[config.mk]
export PLATFORM = sky130hd
export DESIGN_NAME = universal_shift_register
export DESIGN_NICKNAME = d
export VERILOG_FILES = /design/src/rtl/universal_shift_register.sv
export SDC_FILE = /design/constraint.sdc
export NUM_CORES = 1
export LEC_CHECK = 0
export BUFFER_PORTS_ARGS = -buffer_cell sky130_fd_sc_hd__buf_2
export CORE_MARGIN = 3
export CORE_UTILIZATION = 45
export DETAILED_ROUTE_END_ITERATION = 7
export GPL_ROUTABILITY_DRIVEN = 0
export PLACE_DENSITY = 0.74
export RECOVER_POWER = 100
export SLEW_MARGIN = 20
export SYNTH_ARGS = -nofsm -noshare
export SYNTH_HDL_FRONTEND = slang
export SYNTH_SLANG_ARGS = --single-unit
[constraint.sdc]
create_clock -name Clock -period 1.53 [get_ports Clock]
set_input_delay 0 -clock Clock [delete_from_list [all_inputs] [get_ports Clock]]
set_output_delay 0 -clock Clock [all_outputs]
set_load 0.03 [all_outputs]
[src/rtl/universal_shift_register.sv]
// universal_shift_register
// WIDTH-bit universal shift register: hold, shift right, shift left and
// parallel load under direct Mode control, plus a burst sequencer that
// shifts Count positions autonomously with a Busy/Done handshake.
//
// Optional feature macro: USR_ROTATE_EN
//   defined   -> a burst latched with Rotate=1 recirculates bits (rotate)
//   undefined -> Rotate is ignored and every burst is a plain serial shift
module universal_shift_register #(
  parameter int WIDTH = 8,
  parameter int CW    = $clog2(WIDTH + 1)
) (
  input  logic             Clock,
  input  logic             Reset,
  input  logic             Enable,
  input  logic [1:0]       Mode,
  input  logic             Sin_R,
  input  logic             Sin_L,
  input  logic [WIDTH-1:0] Pin,
  input  logic             Start,
  input  logic             Dir,
  input  logic [CW-1:0]    Count,
  input  logic             Rotate,
  output logic [WIDTH-1:0] Pout,
  output logic             Sout_R,
  output logic             Sout_L,
  output logic             Busy,
  output logic             Done
);

  typedef enum logic [1:0] {
    ST_IDLE  = 2'b00,
    ST_SHIFT = 2'b01,
    ST_DONE  = 2'b10
  } state_t;

  localparam logic [CW-1:0] WIDTH_CW = CW'(WIDTH);
  localparam logic [CW-1:0] ONE_CW   = CW'(1);
  localparam logic [CW-1:0] ZERO_CW  = {CW{1'b0}};

  state_t           state_r;
  state_t           state_next_s;
  logic [WIDTH-1:0] q_r;
  logic [WIDTH-1:0] q_next_s;
  logic [CW-1:0]    rem_r;
  logic [CW-1:0]    rem_next_s;
  logic [CW-1:0]    count_clamped_s;
  logic             dir_r;
  logic             dir_next_s;
  logic             busy_r;
  logic             done_r;
  logic             right_fill_s;
  logic             left_fill_s;

  // Shift one position toward bit 0, new bit enters at the MSB.
  function automatic logic [WIDTH-1:0] shift_right(input logic [WIDTH-1:0] q,
                                                   input logic             fill);
    shift_right = {fill, q[WIDTH-1:1]};
  endfunction

  // Shift one position toward the MSB, new bit enters at bit 0.
  function automatic logic [WIDTH-1:0] shift_left(input logic [WIDTH-1:0] q,
                                                  input logic             fill);
    shift_left = {q[WIDTH-2:0], fill};
  endfunction

  // Clamp an oversized burst count to a full-width shift.
  always_comb begin
    count_clamped_s = Count;
    if (Count > WIDTH_CW) begin
      count_clamped_s = WIDTH_CW;
    end else begin
      count_clamped_s = Count;
    end
  end

`ifdef USR_ROTATE_EN
  logic rot_r;
  logic rot_next_s;

  // Burst fill bits: recirculate the far end of Q when rotating, else live serial inputs.
  always_comb begin
    right_fill_s = Sin_R;
    left_fill_s  = Sin_L;
    if (rot_r) begin
      right_fill_s = q_r[0];
      left_fill_s  = q_r[WIDTH-1];
    end else begin
      right_fill_s = Sin_R;
      left_fill_s  = Sin_L;
    end
  end

  // Rotate select is captured only when a burst is accepted.
  always_comb begin
    rot_next_s = rot_r;
    if ((state_r == ST_IDLE) && Start) begin
      rot_next_s = Rotate;
    end else begin
      rot_next_s = rot_r;
    end
  end

  // Latched rotate select for the burst in flight.
  always_ff @(posedge Clock or posedge Reset) begin
    if (Reset) begin
      rot_r <= 1'b0;
    end else begin
      rot_r <= rot_next_s;
    end
  end
`else
  logic unused_rotate_s;
  assign unused_rotate_s = Rotate;
  assign right_fill_s    = Sin_R;
  assign left_fill_s     = Sin_L;
`endif

  // Next-state, next-Q and burst bookkeeping for the sequencer and direct modes.
  always_comb begin
    state_next_s = state_r;
    q_next_s     = q_r;
    rem_next_s   = rem_r;
    dir_next_s   = dir_r;
    case (state_r)
      ST_IDLE: begin
        if (Start) begin
          // Start wins over direct control; Q is left alone this cycle.
          rem_next_s = count_clamped_s;
          dir_next_s = Dir;
          if (count_clamped_s != ZERO_CW) begin
            state_next_s = ST_SHIFT;
          end else begin
            state_next_s = ST_DONE;
          end
        end else if (Enable) begin
          case (Mode)
            2'b00:   q_next_s = q_r;
            2'b01:   q_next_s = shift_right(q_r, Sin_R);
            2'b10:   q_next_s = shift_left(q_r, Sin_L);
            2'b11:   q_next_s = Pin;
            default: q_next_s = q_r;
          endcase
        end else begin
          q_next_s = q_r;
        end
      end
      ST_SHIFT: begin
        if (dir_r) begin
          q_next_s = shift_left(q_r, left_fill_s);
        end else begin
          q_next_s = shift_right(q_r, right_fill_s);
        end
        rem_next_s = rem_r - ONE_CW;
        // A zero remainder here can only come from corruption; end the burst.
        if (rem_r <= ONE_CW) begin
          state_next_s = ST_DONE;
        end else begin
          state_next_s = ST_SHIFT;
        end
      end
      ST_DONE: begin
        state_next_s = ST_IDLE;
      end
      default: begin
        state_next_s = ST_IDLE;
        q_next_s     = q_r;
        rem_next_s   = ZERO_CW;
      end
    endcase
  end

  // State, data and handshake registers; Busy/Done are registered from next state.
  always_ff @(posedge Clock or posedge Reset) begin
    if (Reset) begin
      state_r <= ST_IDLE;
      q_r     <= {WIDTH{1'b0}};
      rem_r   <= ZERO_CW;
      dir_r   <= 1'b0;
      busy_r  <= 1'b0;
      done_r  <= 1'b0;
    end else begin
      state_r <= state_next_s;
      q_r     <= q_next_s;
      rem_r   <= rem_next_s;
      dir_r   <= dir_next_s;
      busy_r  <= (state_next_s != ST_IDLE);
      done_r  <= (state_next_s == ST_DONE);
    end
  end

  assign Pout   = q_r;
  assign Sout_R = q_r[0];
  assign Sout_L = q_r[WIDTH-1];
  assign Busy   = busy_r;
  assign Done   = done_r;

endmodule
==> metrics <==
status finished clean; worst endpoint required time 1.71 ns; DP HPWL 1.92 mm; Worst R2R End Pout[3]; Pre-antenna DRT Iters 4; Critical Path Slowest Stage Cell dfrtp_1; H-tree level count 1; r2r setup slk 0.02 ns; CTS root buf clkbuf_4; Netlist cell types 33; max-cap violations 0; cell accounting for the most synthesized area dfrtp_1; PwrDens between 2000 and 2500 nW/µm²; Die Width 56.1 µm; most common cell after layout, fill and taps aside buf_2; CP Max Fanout 6; Area growth, synth to finish 22.9%; Post-synth EDFFs 0; Synth top area share 0.377; FFs w/ async S/R, synth 1.00; Worst Tran Pin Value roughly 0.68 ns; crit share post-route 0.985; CTS Buffer Depth 2; DR WL/cell between 15 and 20 µm; Clk Latency, worst-skew pair between 0.2 and 0.3 ns; cell-by-cell listing of the critical path and2b_2, nor2_2, a221o_1, mux2_2; Die Area 3140 µm²; Fmax 0.664 GHz; CP Capture Type register; delay of the slowest cell on the worst path 0.40 ns; worst setup path startpoint state_r[1]; GRT Total Usage 0.170; Sink Count 17; drt drc 0; type of origin of the critical path register; Crit Path Class reg -> reg; largest net degree at the start of global routing 18; critical path arrival 1.68 ns; synth warn 0; DR iter-0 viols 23; core area about 2300 µm²; CTS tree built; post-DR vias/cell 5.71; CTS buffer count 3; Worst Setup EP Pout[3]; Post-Route WL about 2.8 mm; VDD IR max 1.40 mV; synth top area cells dfrtp_1 38%, mux2_2 13%, mux2i_1 7.1%, a221o_1 5.3%, nor2_1 5.0%; RSZ-0062 raised after global routing yes; Final min period 1.51 ns; Clock Pin Slew Worst Setup and Hold Paths 0.10 ns; vias in the first global route 970; sequential fraction of the synthesis area 0.377; layout cells sized above 1 0.387; final slew viol count 0; nets@finish 175; Via Count between 1,000 and 1,500; Hold WC Path Type in -> reg; global route overflow 0; Leakage between 0.6 and 0.7 nW; DRT antenna net count 0; post-synthesis cell area approximately 1100 µm²; Yosys reg bits 17; Final Non-Filler Cells about 180; fin util 0.603; FF-to-FF path depth 4; Die Y 56.1 µm; fin area between 1000 and 1500 µm²; most frequent cells in the layout 28 x buf_2, 16 x dfrtp_1, 13 x nor2_1, 11 x mux2_2, 8 x mux2i_1; Cell Area, Placed around 1300 µm²; Diodes inserted 0; syn_nets 137; Mapped Avg Cell Area 9.98 µm²; number of port buffers 32; Slew headroom 0.545; global-route wire length before repair 4.32 mm; Starting Density 0.491; initial antenna violation count 0; FILL cells between 200 and 250; Final Hold Violating Endpoints 0; # setup viols final 0; TNS Setup 0 ns; Worst Clk Skew roughly 0.0011 ns; IO Pins 34; Reg-to-Reg Start state_r[1]; placed cell count 171; Synth Instances 113; Cell Rows 17; Top FF cell, synth dfrtp_1
==> sequential cells by signal (all words and copies together) (netlist names) <==
name / count
Pout: 8
rem_r: 4
state_r: 2
Busy: 1
Done: 1
dir_r: 1
==> critical path: cells and delay by family (launching register included) <==
family / cells / cell delay (ns)
compound gates: 1 / 0.36
flops: 1 / 0.40
simple gates: 2 / 0.36
mux: 1 / 0.28
==> power by group <==
group | internal [W] | total, W | switching, W
Sequential | 0.000676 | 0.000948 | 0.000272
Combinational | 0.000927 | 0.00198 | 0.00105
Clock | 0.000101 | 0.000244 | 0.000143
==> Yosys cell counts (3+ instances only) <==
library cell and instances:
dfrtp_1 17, nor2_1 15, mux2_2 13, mux2i_1 8, inv_1 7, a221o_1 6, o211ai_1 5, a21oi_1 4
buf_2 3, nand2b_1 3
==> layer usage <==
metal | up-vias | track usage | part of all wire
met5 | - | 0 | 0
met4 | 0 | 0.0475 | 0.0033
met3 | 2 | 0.0255 | 0.045
met2 | 23 | 0.294 | 0.50
met1 | 499 | 0.218 | 0.45
li1 | 493 | - | -
==> cell type report <==
type,count,area [µm²],area share
Inverter,7,26.3,0.0190
Clock buffer,4,26.3,0.0190
Sequential cell,17,427,0.308
Tap cell,28,35.0,0.0253
Timing Repair Buffer,40,224,0.162
Multi-Input combinational cell,82,647,0.467
==> kinds of logic (layout without fill, tap and decap cells) <==
logic type | Yosys count | after routing | share of synthesized area
AOI/OAI and AO/OA | 24 | 24 | 0.161
muxes | 23 | 23 | 0.228
and+or+nand+nor | 31 | 31 | 0.133
buffers and inverters | 14 | 51 | 0.0633
xor gates and xnor gates | 2 | 2 | 0.0155
DFF | 17 | 17 | 0.377
adders and majority gates | 2 | 2 | 0.0222
==> timing repair <==
action | in CTS | in global routing
resized for setup | 3 | 5
pin swaps | 0 | 4
setup buffers | 0 | 1
endpoints found under the hold margin | 18 | 0
setup endpoints to repair | 1 | 7
hold buffers | 2 | 0
==> stage by stage <==
stage / hold WS [ns] / total power (W) / setup WS, ns
6_report: 0.0295 / 0.00317 / 0.0235
3_3_place_gp: 0.120 / 0.00274 / 0.0395
2_1_floorplan: -0.0739 / 0.00234 / 0.0278
5_1_grt: 0.0512 / 0.00338 / -0.0269
3_5_place_dp: 0.139 / 0.00281 / 0.00134
4_1_cts: 0.0304 / 0.00308 / 0.00969
==> worst min-delay path by stage <==
stage | start | to | slack [ns] | cells past startpoint
6_report | Count[3] | rem_r[3] | 0.03 | 3
5_1_grt | Count[3] | rem_r[3] | 0.05 | 3
4_1_cts | Count[3] | rem_r[3] | 0.03 | 3
3_5_place_dp | Reset | Pout[6] | 0.14 | 2
3_3_place_gp | Reset | Pout[6] | 0.12 | 2
2_1_floorplan | Reset | Busy | -0.07 | 1
Note: power is estimated with default switching activity, not from simulation.
